File: src/rtl/alu_control_unit_pkg.sv
// Shared opcode codes and decode helpers for the ALU control unit.
// ALU opcodes match the selector codes the combinational ALU expects;
// LDI/JMP/JZ/HLT occupy codes the ALU never sees.
package alu_control_unit_pkg;

    localparam logic [4:0] OP_ADD  = 5'd0;
    localparam logic [4:0] OP_SUB  = 5'd1;
    localparam logic [4:0] OP_MUL  = 5'd2;
    localparam logic [4:0] OP_DIV  = 5'd3;
    localparam logic [4:0] OP_AND  = 5'd4;
    localparam logic [4:0] OP_NAND = 5'd5;
    localparam logic [4:0] OP_OR   = 5'd6;
    localparam logic [4:0] OP_XOR  = 5'd7;
    localparam logic [4:0] OP_CMP  = 5'd8;
    localparam logic [4:0] OP_NOT  = 5'd9;
    localparam logic [4:0] OP_LDI  = 5'd24;
    localparam logic [4:0] OP_JMP  = 5'd25;
    localparam logic [4:0] OP_JZ   = 5'd26;
    localparam logic [4:0] OP_HLT  = 5'd31;

    // True for opcodes that go through the ALU (DECODE -> EXECUTE -> WRITEBACK).
    function automatic logic is_alu_op(input logic [4:0] op);
        logic r;
        case (op)
            OP_ADD, OP_SUB, OP_MUL, OP_DIV, OP_AND,
            OP_NAND, OP_OR, OP_XOR, OP_CMP, OP_NOT: r = 1'b1;
            default:                                r = 1'b0;
        endcase
        return r;
    endfunction

    // Only arithmetic ops that can overflow update the carry flag.
    function automatic logic updates_carry(input logic [4:0] op);
        return (op == OP_ADD) || (op == OP_MUL);
    endfunction

endpackage

File: src/rtl/alu_control_unit_reg_file_8x8.sv
// 8x8 register file: one synchronous write port, two asynchronous
// operand read ports and an asynchronous debug read port.
module reg_file_8x8 #(
    parameter int DATA_W = 8,
    parameter int NREGS  = 8,
    localparam int AW    = $clog2(NREGS)
) (
    input  logic              clk,
    input  logic              rst,
    input  logic              we,
    input  logic [AW-1:0]     waddr,
    input  logic [DATA_W-1:0] wdata,
    input  logic [AW-1:0]     raddr1,
    output logic [DATA_W-1:0] rdata1,
    input  logic [AW-1:0]     raddr2,
    output logic [DATA_W-1:0] rdata2,
    input  logic [AW-1:0]     dbg_addr,
    output logic [DATA_W-1:0] dbg_data
);

    logic [DATA_W-1:0] regs [NREGS];

    // Clear every register on reset; otherwise write one register when enabled.
    always_ff @(posedge clk) begin
        if (rst) begin
            for (int i = 0; i < NREGS; i++) begin
                regs[i] <= '0;
            end
        end else if (we) begin
            regs[waddr] <= wdata;
        end
    end

    assign rdata1   = regs[raddr1];
    assign rdata2   = regs[raddr2];
    assign dbg_data = regs[dbg_addr];

endmodule

File: src/rtl/alu_control_unit.sv
// Multi-cycle control unit driving the combinational ALU: fetches 16-bit
// instructions over a req/ack port, decodes them, registers the ALU
// operands/selector, samples the result and writes it back.
module alu_control_unit
    import alu_control_unit_pkg::*;
#(
    parameter int DATA_W = 8,
    parameter int PC_W   = 8,
    parameter int NREGS  = 8
) (
    input  logic                     clk,
    input  logic                     rst,
    output logic                     imem_req,
    output logic [PC_W-1:0]          imem_addr,
    input  logic                     imem_ack,
    input  logic [15:0]              imem_rdata,
    output logic signed [DATA_W-1:0] alu_in1,
    output logic signed [DATA_W-1:0] alu_in2,
    output logic [4:0]               alu_sel,
    input  logic signed [DATA_W-1:0] alu_out,
    input  logic                     alu_carry,
    output logic                     flag_z,
    output logic                     flag_c,
    output logic                     div_err,
    output logic                     halted,
    output logic [PC_W-1:0]          pc,
    input  logic [2:0]               dbg_sel,
    output logic [DATA_W-1:0]        dbg_data
);

    typedef enum logic [2:0] {
        S_FETCH,
        S_DECODE,
        S_EXECUTE,
        S_WRITEBACK,
        S_HALT
    } state_t;

    state_t state, state_nxt;

    logic [15:0]              instr;
    logic signed [DATA_W-1:0] result;
    logic                     carry;

    logic [4:0] opcode;
    logic [2:0] rd, rs1, rs2;
    logic [7:0] imm8;

    logic [DATA_W-1:0] rf_rdata1, rf_rdata2;
    logic              rf_we;
    logic              fetch_done;

    assign opcode = instr[15:11];
    assign rd     = instr[10:8];
    assign rs1    = instr[7:5];
    assign rs2    = instr[4:2];
    assign imm8   = instr[7:0];

    assign imem_addr  = pc;
    assign halted     = (state == S_HALT);
    assign fetch_done = (state == S_FETCH) && imem_req && imem_ack;
    assign rf_we      = (state == S_WRITEBACK);

    reg_file_8x8 #(
        .DATA_W (DATA_W),
        .NREGS  (NREGS)
    ) u_rf (
        .clk      (clk),
        .rst      (rst),
        .we       (rf_we),
        .waddr    (rd),
        .wdata    (result),
        .raddr1   (rs1),
        .rdata1   (rf_rdata1),
        .raddr2   (rs2),
        .rdata2   (rf_rdata2),
        .dbg_addr (dbg_sel),
        .dbg_data (dbg_data)
    );

    // State register.
    always_ff @(posedge clk) begin
        if (rst) begin
            state <= S_FETCH;
        end else begin
            state <= state_nxt;
        end
    end

    // Next-state decode; LDI skips EXECUTE, control-flow and NOP return straight to FETCH.
    always_comb begin
        state_nxt = state;
        case (state)
            S_FETCH: begin
                if (fetch_done) begin
                    state_nxt = S_DECODE;
                end
            end
            S_DECODE: begin
                if (is_alu_op(opcode)) begin
                    state_nxt = S_EXECUTE;
                end else if (opcode == OP_LDI) begin
                    state_nxt = S_WRITEBACK;
                end else if (opcode == OP_HLT) begin
                    state_nxt = S_HALT;
                end else begin
                    state_nxt = S_FETCH;
                end
            end
            S_EXECUTE:   state_nxt = S_WRITEBACK;
            S_WRITEBACK: state_nxt = S_FETCH;
            S_HALT:      state_nxt = S_HALT;
            default:     state_nxt = S_FETCH;
        endcase
    end

    // Fetch handshake, operand/result registers, flags and program counter.
    always_ff @(posedge clk) begin
        if (rst) begin
            imem_req <= 1'b0;
            instr    <= '0;
            alu_in1  <= '0;
            alu_in2  <= '0;
            alu_sel  <= '0;
            result   <= '0;
            carry    <= 1'b0;
            flag_z   <= 1'b0;
            flag_c   <= 1'b0;
            div_err  <= 1'b0;
            pc       <= '0;
        end else begin
            case (state)
                S_FETCH: begin
                    // Request is raised one cycle into FETCH and held until acked.
                    if (!imem_req) begin
                        imem_req <= 1'b1;
                    end else if (imem_ack) begin
                        instr    <= imem_rdata;
                        imem_req <= 1'b0;
                    end
                end
                S_DECODE: begin
                    if (is_alu_op(opcode)) begin
                        alu_in1 <= rf_rdata1;
                        alu_in2 <= (opcode == OP_NOT) ? '0 : rf_rdata2;
                        alu_sel <= opcode;
                    end else begin
                        case (opcode)
                            OP_LDI:  result <= DATA_W'(imm8);
                            OP_JMP:  pc     <= PC_W'(imm8);
                            OP_JZ:   pc     <= flag_z ? PC_W'(imm8) : pc + PC_W'(1);
                            OP_HLT:  pc     <= pc;
                            default: pc     <= pc + PC_W'(1);
                        endcase
                    end
                end
                S_EXECUTE: begin
                    // Divide by zero yields 0 and latches the sticky error.
                    if ((alu_sel == OP_DIV) && (alu_in2 == '0)) begin
                        result  <= '0;
                        div_err <= 1'b1;
                    end else begin
                        result <= alu_out;
                    end
                    carry <= alu_carry;
                end
                S_WRITEBACK: begin
                    if (opcode != OP_LDI) begin
                        flag_z <= (result == '0);
                        if (updates_carry(opcode)) begin
                            flag_c <= carry;
                        end
                    end
                    pc <= pc + PC_W'(1);
                end
                default: begin
                    imem_req <= 1'b0;
                end
            endcase
        end
    end

endmodule

File: config.mk
export PLATFORM = sky130hd
export DESIGN_NAME = alu_control_unit
export DESIGN_NICKNAME = d
export VERILOG_FILES = /design/src/rtl/alu_control_unit_pkg.sv /design/src/rtl/alu_control_unit_reg_file_8x8.sv /design/src/rtl/alu_control_unit.sv
export SDC_FILE = /design/constraint.sdc
export NUM_CORES = 1
export LEC_CHECK = 0
export ABC_AREA = 1
export CAP_MARGIN = 10
export CORE_ASPECT_RATIO = 2
export CORE_MARGIN = 4
export CORE_UTILIZATION = 40
export CTS_CLUSTER_DIAMETER = 150
export DETAILED_ROUTE_END_ITERATION = 8
export DONT_BUFFER_PORTS = 1
export SYNTH_ARGS = -nofsm -noshare
export SYNTH_HDL_FRONTEND = slang
export SYNTH_SLANG_ARGS = --single-unit
File: constraint.sdc
create_clock -name clk -period 3.36 [get_ports clk]
set_input_delay 0.504 -clock clk [delete_from_list [all_inputs] [get_ports clk]]
set_output_delay 0.504 -clock clk [all_outputs]
set_load 0.01 [all_outputs]
Yosys cells after proc, flatten, opt, wreduce, memory -nomap -nowiden
Memories as Yosys holds them, arrays and structs flattened. A register that Yosys moved wholly into a read port is not among the register bits.
Cells that the tools add are included.
{"block": "word_totals", "rom_bits": 32, "output_inout_bits": 50, "ff_bits": 53, "inputBits": 31, "wordCells": 87, "mem_count": 3, "ramBits": 64}
{"block": "classes", "n_eq_ne": 16, "n_reduce_logical": 20, "add_sub_neg": 1, "mux": 36}
{"memory": "u_rf.regs", "depth": 8, "width": 8, "rd": 3, "rd_ports_with_merged_regs": 2, "write_ports": 8, "line": "alu_control_unit_reg_file_8x8.sv:21", "source": "logic [DATA_W-1:0] regs [NREGS];"}
{"memory": "(name not given)", "depth": 16, "width": 1, "rd": 1, "rd_ports_with_merged_regs": 1, "write_ports": 0, "line": "alu_control_unit_pkg.sv:24", "source": "case (op)"}
{"memory": "(name not given)", "depth": 16, "width": 1, "rd": 1, "rd_ports_with_merged_regs": 1, "write_ports": 0, "line": "alu_control_unit_pkg.sv:24"}
{"operator": "8-bit two-way mux", "count": 7}
{"operator": "8-bit one-hot mux with 2 select lines", "count": 2}
{"operator": "8-bit one-hot mux with 3 select lines", "count": 1}
{"operator": "3-bit two-way mux", "count": 7}
{"operator": "5-bit equality test (second input constant)", "count": 4}
{"operator": "8-bit zero test", "count": 2}
{"operator": "4-bit two-way mux", "count": 4}
{"operator": "1-bit two-way mux", "count": 13}
{"operator": "3-bit one-hot mux with 4 select lines", "count": 1}
{"operator": "3-bit AND reduction", "count": 4}
{"operator": "5-bit by 2-bit equality test with 1-bit output (second input constant)", "count": 2}
{"operator": "8-bit by 1-bit adder with 8-bit output (second input constant)", "count": 1}
{"operator": "2-bit != test (second input constant)", "count": 4}
{"operator": "8-bit OR reduction", "count": 1}
{"operator": "3-bit by 2-bit equality test with 1-bit output (second input constant)", "count": 2}
{"operator": "2-bit AND reduction", "count": 3}
{"operator": "5-bit by 4-bit equality test with 1-bit output (second input constant)", "count": 1}
{"operator": "5-bit zero test", "count": 1}
{"operator": "5-bit != test (second input constant)", "count": 1}
{"operator": "2-bit nonzero test", "count": 2}
{"operator": "3-bit by 1-bit equality test with 1-bit output (second input constant)", "count": 1}
{"operator": "3-bit equality test (second input constant)", "count": 1}
{"operator": "1-bit logical AND", "count": 3}
{"operator": "3-bit zero test", "count": 1}
{"operator": "other kinds (4)", "count": 4}

Depth between registers and ports, before layout
Gate-level depths: netlist of run 1.
{"block": "depth", "depth_word": 6, "ltp_mapped": 11}

Modules after synthesis
A second synthesis of run 1 with hierarchy kept.
{"block": "hier_totals", "hier_cells": 1094, "area_unflattened_um2": 7459.7}
{"module": "reg_file_8x8", "area_per_inst_um2": 4543.1, "cells_each": 678, "instances": 1}
{"module": "alu_control_unit", "area_per_inst_um2": 2916.5, "cells_each": 416, "instances": 1}

Least setup slack after synthesis of run 1
No wires, ideal clock.
{"block": "synth_path", "path_type": "input-to-output", "from": "input dbg_sel[0]", "to": "output dbg_data[7]", "cell_stages": 4, "arrival_ns": 1.336, "t_required_ns": 2.856, "slack_ns": 1.520, "path_cell_list": "buf_2 > buf_1 > o211ai_1 > a31oi_1"}
{"block": "synth_via", "elab_chain_cells": 1}
{"item": "from (decl)", "line": "alu_control_unit.sv:27", "source": "input logic [2:0] dbg_sel,"}
{"item": "memory read 8 x 8 bit"}
{"item": "to (decl)", "line": "alu_control_unit.sv:28", "source": "output logic [DATA_W-1:0] dbg_data"}
No other way between the ends.

Worst setup path after layout of run 1
{"block": "layout_path", "from": "register state[2]", "to": "register result[4]"}
{"block": "layout_via", "elab_chain_cells": 3}
{"item": "from (decl)", "line": "alu_control_unit.sv:39", "source": "state_t state, state_nxt;"}
{"item": "from (signal assigned)", "line": "alu_control_unit.sv:86", "source": "state <= state_nxt;"}
{"item": "3-bit by 1-bit equality test with 1-bit output or 3-bit by 2-bit equality test with 1-bit output (tied branches)", "line": "alu_control_unit.sv:132", "source": "case (state)"}
{"item": "2-bit != test (no line) or 2-bit nonzero test (tied branches)"}
{"item": "3-bit AND reduction (no line)"}
{"item": "to (signal assigned)", "line": "alu_control_unit.sv:149", "source": "OP_LDI: result <= DATA_W'(imm8);"}
{"item": "to (signal assigned)", "line": "alu_control_unit.sv:163", "source": "result <= alu_out;"}
{"item": "to (decl)", "line": "alu_control_unit.sv:42", "source": "logic signed [DATA_W-1:0] result;"}
Several ways; a longest one is shown, not always the timed one.
A chain may end at the register's enable or synchronous reset.

==> results of run 1 <==
path summary, 6_finish.rpt:
path             from   endpoint  slack [ps]  depth (start not counted)
max          state[2]  result[4]        1270                          7
min               rst     flag_c         150                          1
max reg2reg  state[2]  result[4]        1270                          7
min reg2reg     carry     flag_c         490                          2
final cells by class:
cell class	instances	area (µm²)	share of cell area [%]
Sequential cell	129	3230	42.5
Antenna cell	2	5.00	0.0660
Multi-Input combinational cell	628	3070	40.5
Clock inverter	9	76.3	1.01
Clock buffer	23	554	7.31
Timing Repair Buffer	5	37.5	0.495
Tap cell	207	259	3.42
Inverter	94	355	4.69
cell families (layout without fill, tap and decap cells):
| group | count (synthesis) | count (layout) |
|---|---|---|
| other | 0 | 2 |
| buffers and inverters | 150 | 131 |
| and+or+nand+nor | 371 | 371 |
| AOI/OAI and AO/OA | 254 | 254 |
| DFF | 129 | 129 |
| adders and majority gates | 1 | 1 |
| xor gates and xnor gates | 2 | 2 |
state kept, by name (all words and copies together), names as in the netlist, 3 cells and up, named ones only:
signal,count
result,8
alu_in2,8
alu_sel,5
alu_in1,8
u_rf.regs,64
instr,16
state,3
imem_addr,8
worst max-delay path, stage by stage, from the launching register on:
cell,delay (ps)
dfxtp_1,380
inv_1,160
nand3_1,340
o21ai_1,550
inv_1,270
a21oi_1,200
nand2_1,80
inv_1,50
metal layers:
metal / global-route usage, % / wire length [µm] / up-vias
li1: - / - / 3003
met1: 22.9 / 7490 / 2880
met2: 41.7 / 12000 / 221
met3: 4.57 / 1100 / 57
met4: 14.1 / 1350 / 0
met5: 0 / 0 / -
where the power goes:
group	total, mW	internal [mW]	switching (mW)
combinational	1.10	0.325	0.777
sequential	2.07	1.82	0.257
clock	1.92	1.18	0.734
total	5.09	3.32	1.77
per-stage QoR:
step                      total power, mW  cell area (µm²)  cells  utilization (%)  hold WS (ps)
after floorplan                      2.87             6910    907                -           452
after global placement               3.20             6950   1063             41.2           473
after detailed placement             3.20             6950   1063             41.2           479
after CTS                            5.11             7580   1095             45.0           133
after global routing                 5.34             7580   1097             45.0           131
final                                5.09             7580   1097             45.0           146
placed cells by master, fill, tap and decap left out, types with 3 or more instances in the layout:
cell type  synthesis  routed
a21oi_1          101     101
a31oi_1            9       9
buf_4             10       5
clkbuf_16          0      22
clkinv_1           8       8
clkinv_4           0       3
dfxtp_1           65      63
edfxtp_1          64      64
inv_1             79      79
inv_2              6       6
inv_4              1       3
inv_6              0       3
nand2_1          133     133
nand2_2           12      12
nand3_1           81      81
nand4_1            3       3
nor2_1           125     125
nor2_4             5       5
o211ai_1          40      40
o21ai_0           94      94
o21ai_1            5       5
==> impl_results.md, run 1 <==
- Share of layout cells above drive strength 1: 8.00%
- Skew-Pair Late Insertion Delay: 430 ps
- Cell chosen for the clock root: clkbuf_16
- Filler Cells Inserted: 1697
- Highest fanout seen on the critical path: 12
- Clk_skew: 11.8 ps
- First drt pass iteration count: 7
- Io pins: 81
- Most used flip-flop cell after synthesis: dfxtp_1
- Leakage power summed over all cells: 2.76 nW
- Die Outline Area: 19600 µm²
- Count of flip-flops with a built-in enable after synthesis: 64
- Number of setup violations in the final report: 0
- WP data required: 3730 ps
- Synth top area cells: edfxtp_1 28%, dfxtp_1 19%, a21oi_1 7.3%, nand2_1 7.2%, o21ai_0 6.8%
- Main combinational cell family by area after synthesis: simple AND/OR/NAND/NOR gates
- Synthesis Warnings: 0
- Share of synthesized area occupied by flip-flops and latches: 46.6%
- Fraction of the mapped netlist area in compound gates: 20.5%
- Post-synthesis register bit count: 129
- Slew Limit Fails: 0
- Average routed wire per standard cell: 20.0 µm
- Proportion of netlist area held by the largest area contributor: 27.8%
- Routability Congestion: 0.907
- Most common cell in the netlist: nand2_1
- Worst Hold Class: primary input to register
- Unrepaired setup endpoints after global routing: false
- FFs w/ async S/R, synth: 0%
- Die Span Y: 194 µm
- Hold Fails Final Rpt: 0
- Sinks on the clock net: 129
- Synthesized net count: 939
- H-Tree Level Count: 4
- Layout Nets: 907
- Crit path time final: 2090 ps
- Number of different library cells in the post-synthesis netlist: 36
- Max-Cap Viols: 0
- IO Port Bufs: 0
- Worst-case setup margin in the final layout: 1270 ps
- Die Span X: 101 µm
- Hold buffer count at cts: 0
- Synth-to-layout area growth: 9.68%
- Cell type with the highest aggregate area in the netlist: edfxtp_1
- Kind of end point of the critical path: register
- Vias: 6161
- Minimum setup slack after placement: 1270 ps
- Basic-gate share of the synthesized area counting and, or, nand and nor cells: 23.5%
- Global-route total usage across every layer: 22.9%
- Cell count after synthesis: 907
- Number of CTS-inserted buffers: 17
- Clk slew on worst S/H paths: 60 ps
- Postcts setup bufs: 0
- Max Clk Rate: 479 MHz
- Total global routing overflow: 0
- Run status: completed
- Maximum number of pins on one net before global-route repair: 61
- Global-route wire length before repair: 33500 µm
- Initial drt markers: 410
- Most instantiated cells after synthesis: 133 x nand2_1, 125 x nor2_1, 101 x a21oi_1
- Std-Cell Rows: 67
- Critical Setup Path Class: register to register
- Mean Syn Cell Area: 7.62 µm²
- WP data arrival: 2450 ps
- Resized Gates After CTS: 0
- Initial Utilization: 41.0%
- Buffer levels on the longest clock path: 2
- Placeable core region: 16800 µm²
- Relative slew margins: 33.2%
- Wirelength, routed: 22000 µm
- IR drop worst, VDD: 355 µV
- Count of nets left with antenna violations after detail routing: 0
- Detailed placement HPWL: 16500 µm
- Final period utilization: 62.1%
- Vias/cell: 5.62
- XOR/XNOR share of the synthesized area: 0.253%
- Number of global-route vias before repair: 5829
- Setup TNS: 0 ps
- Transition at the pin with the smallest max-transition slack: 1000 ps
- Ratio of total power to cell area: 672 nW/µm²
- Number of antenna violations at the first check in global routing: 2
- Multiplexer fraction of the synthesized cell area: 0%
- Cell Area, Synth: 6910 µm²
- Remaining design rule violation count: 0
- Startpoint class of the critical path: register
- Post-synthesis share of cell area spent on full adders, half adders and majority gates: 0.181%
- CTS tree: yes
(Power assumes the default switching activity.)
==> run 2, diff against run 1 <==
- clock period: 3.36 -> 1.8 ns (I/O delays scaled with it)
==> run 2 against run 1 <==
Worst setup slack got worse by 1300 ps. First-iteration DRC count fell by 1.2%. Clock skew fell by 3.6 ps. Via count rose by 2.0%. Clock power rose by 88%. Sequential power rose by 81%. Critical path type is now register to output pin. Critical endpoint is now dbg_data[2]. Largest cell class unchanged. Largest power group unchanged.
==> impl_results.md, run 2 (synthesis gave the netlist of run 1 again) <==
- Run status: completed
- Number of global-route vias before repair: 6174 (+5.9%)
- Layout Nets: 949 (+4.6%)
- Worst Hold Class: primary input to register
- Wirelength, routed: 22600 µm (+3.1%)
- Die Outline Area: 19600 µm² (unchanged)
- Global-route wire length before repair: 34500 µm (+2.9%)
- Initial drt markers: 405 (-1.2%)
- First drt pass iteration count: 7 (unchanged)
- Sequential cell area in the final layout: 3230 µm² (unchanged)
- IR drop worst, VDD: 690 µV (+95%)
- Post-route insts no fill: 1139 (+3.8%)
- CTS tree: yes
- Max Clk Rate: 556 MHz
- Combined area of the multi-input logic cells: 3140 µm² (+2.4%)
- Max-Cap Viols: 0 (unchanged)
- Worst path depth: 7 (unchanged)
- Sinks on the clock net: 129 (unchanged)
- Maximum number of pins on one net before global-route repair: 58 (-4.9%)
- Unrepaired setup endpoints after global routing: true
- Worst-case setup margin in the final layout: 0.995 ps (-1270 ps)
- Startpoint class of the critical path: register
- Initial Utilization: 41.0% (unchanged)
- Crit path launch: u_rf.regs[5][2]
- Slew Limit Fails: 0 (unchanged)
- Placed instance count: 1100 (+3.5%)
- Ratio of total power to cell area: 1230 nW/µm² (+82%)
- Capturing instance or port of the critical path: dbg_data[2]
- Flop-to-flop setup slack: 150 ps (-1120 ps)
- Relative slew margins: 63.8% (+31 points)
- Hold Fails Final Rpt: 0 (unchanged)
- Top library cells by usage in the layout, fill and taps aside: 133 x nand2_1, 125 x nor2_1, 94 x a21oi_1, 81 x nand3_1, 79 x o21ai_0
- Maximum single-stage delay on the critical path: 360 ps (-190 ps)
- Commonest non-fill, non-tap cell in the layout: nand2_1
- Critical Setup Path Class: register to output pin
- Number of antenna violations at the first check in global routing: 3 (+1)
- Leakage power summed over all cells: 2.95 nW (+6.9%)
- Minimum setup slack after placement: 153 ps (-1110 ps)
- Largest registers: u_rf.regs x64, instr x16
- WP data arrival: 1530 ps (-920 ps)
- Register ranked first by flip-flop count: u_rf.regs
- Setup TNS: 0 ps (unchanged)
- Vias: 6282 (+2.0%)
- Global-route total usage across every layer: 23.4% (+0.54 points)
- WP data required: 1530 ps (-2200 ps)
- Share of layout cells above drive strength 1: 14.4% (+6.4 points)
- Number of CTS-inserted buffers: 17 (unchanged)
- Routability Congestion: 0.953 (+5.1%)
- Largest register FFs: 64 (unchanged)
- H-Tree Level Count: 4 (unchanged)
- Average routed wire per standard cell: 19.9 µm (-0.68%)
- Placeable core region: 16800 µm² (unchanged)
- Launch instance of the worst register-to-register path: state[0]
- Cell breakdown of the critical path: inv_2 -> a21oi_2 -> o21ai_2 -> o21ai_1 -> nor2_1 -> a31oi_1 -> buf_4
- Cell chosen for the clock root: clkbuf_16
- Detailed placement HPWL: 16800 µm (+2.2%)
- Clk slew on worst S/H paths: 60 ps (about the same)
- Count of nets left with antenna violations after detail routing: 0 (unchanged)
- Synth-to-layout area growth: 16.1%
- Slowest-stage cell, CP: edfxtp_1
- Buffer levels on the longest clock path: 2 (unchanged)
- Highest fanout seen on the critical path: 3 (-9)
- Worst hold slack after final layout: 34.8 ps (-111 ps)
- CP top delay family: compound AO/OA/AOI/OAI gates
- Std-Cell Rows: 67 (unchanged)
- Die Span X: 101 µm (unchanged)
- Remaining design rule violation count: 0 (unchanged)
- Vias/cell: 5.52 (-1.8%)
- Total global routing overflow: 0 (unchanged)
- Crit path time final: 1800 ps
- Total buffers and inverters traversed by the critical path: 2 (-1)
- Number of setup violations in the final report: 0 (unchanged)
- Die Span Y: 194 µm (unchanged)
- Clk_skew: 8.24 ps (-3.59 ps)
- Io pins: 81 (unchanged)
- Transition at the pin with the smallest max-transition slack: 542 ps (-460 ps)
- Worst R2R End: u_rf.regs[0][7]
- Kind of end point of the critical path: output pin
- Final period utilization: 99.9%
- Skew-Pair Late Insertion Delay: 420 ps (about the same)
- Filler Cells Inserted: 1675 (-1.3%)
- Number of cells on the worst reg-to-reg path: 6 (-1)
- IO Port Bufs: 0 (unchanged)
run 2: changes by cell type in the layout (fill, tap and decap cells not counted), sizes merged:
cell and delta:
buf +42, bufinv +4, clkbuf -6, clkinv +3
clkinvlp +5, inv -6
run 2: power breakdown:
part           switching, mW  leakage, nW  internal (mW)
Sequential             0.359         1.19           3.39
Clock                   1.31        0.286           2.30
Combinational           1.66         1.47          0.811
Total                   3.32         2.95           6.51
run 2: final cells by class:
class	instances	area share, %
Antenna cell	2	0.0624
Clock buffer	17	5.30
Clock inverter	15	2.40
Inverter	94	4.43
Multi-Input combinational cell	628	39.2
Sequential cell	129	40.2
Tap cell	207	3.23
Timing Repair Buffer	47	5.18
run 2: metrics by stage:
stage / instance area, µm² / utilization, % / power [mW]
after floorplan: 6910 / - / 5.35
after global placement: 7270 / 43.2 / 6.21
after detailed placement: 7270 / 43.2 / 6.22
after CTS: 7950 / 47.2 / 9.85
after global routing: 8020 / 47.6 / 10.3
final: 8020 / 47.6 / 9.83
run 2: layer usage:
layer / GRT usage (%) / routed length, µm / vias up
met4: 16.1 / 1590 / 0
met5: 0 / 0 / -
met3: 4.61 / 1020 / 74
met2: 42.1 / 12400 / 222
li1: - / - / 3086
met1: 23.3 / 7680 / 2900
run 2: how the worst min path moves through the flow:
stage	cells after the start	slack (ps)	to	from
after global routing	2	40	imem_addr[5]	rst
after detailed placement	1	350	flag_c	rst
after global placement	1	350	imem_req	rst
final	2	30	carry	alu_carry
after CTS	2	30	carry	alu_carry
after floorplan	1	350	instr[13]	rst
run 2: repair_timing:
action	CTS	global route
pin swaps	0	0
gates resized for setup	15	22
hold endpoints to repair	28	0
endpoints found under the setup margin	7	8
setup buffers	0	4
hold buffers	1	0
==> run 3, diff against run 2 <==
- CTS_CLUSTER_DIAMETER: 150 -> 40
==> results of run 3 <==
Final layout, timing and power as in run 2 (identical DEF).
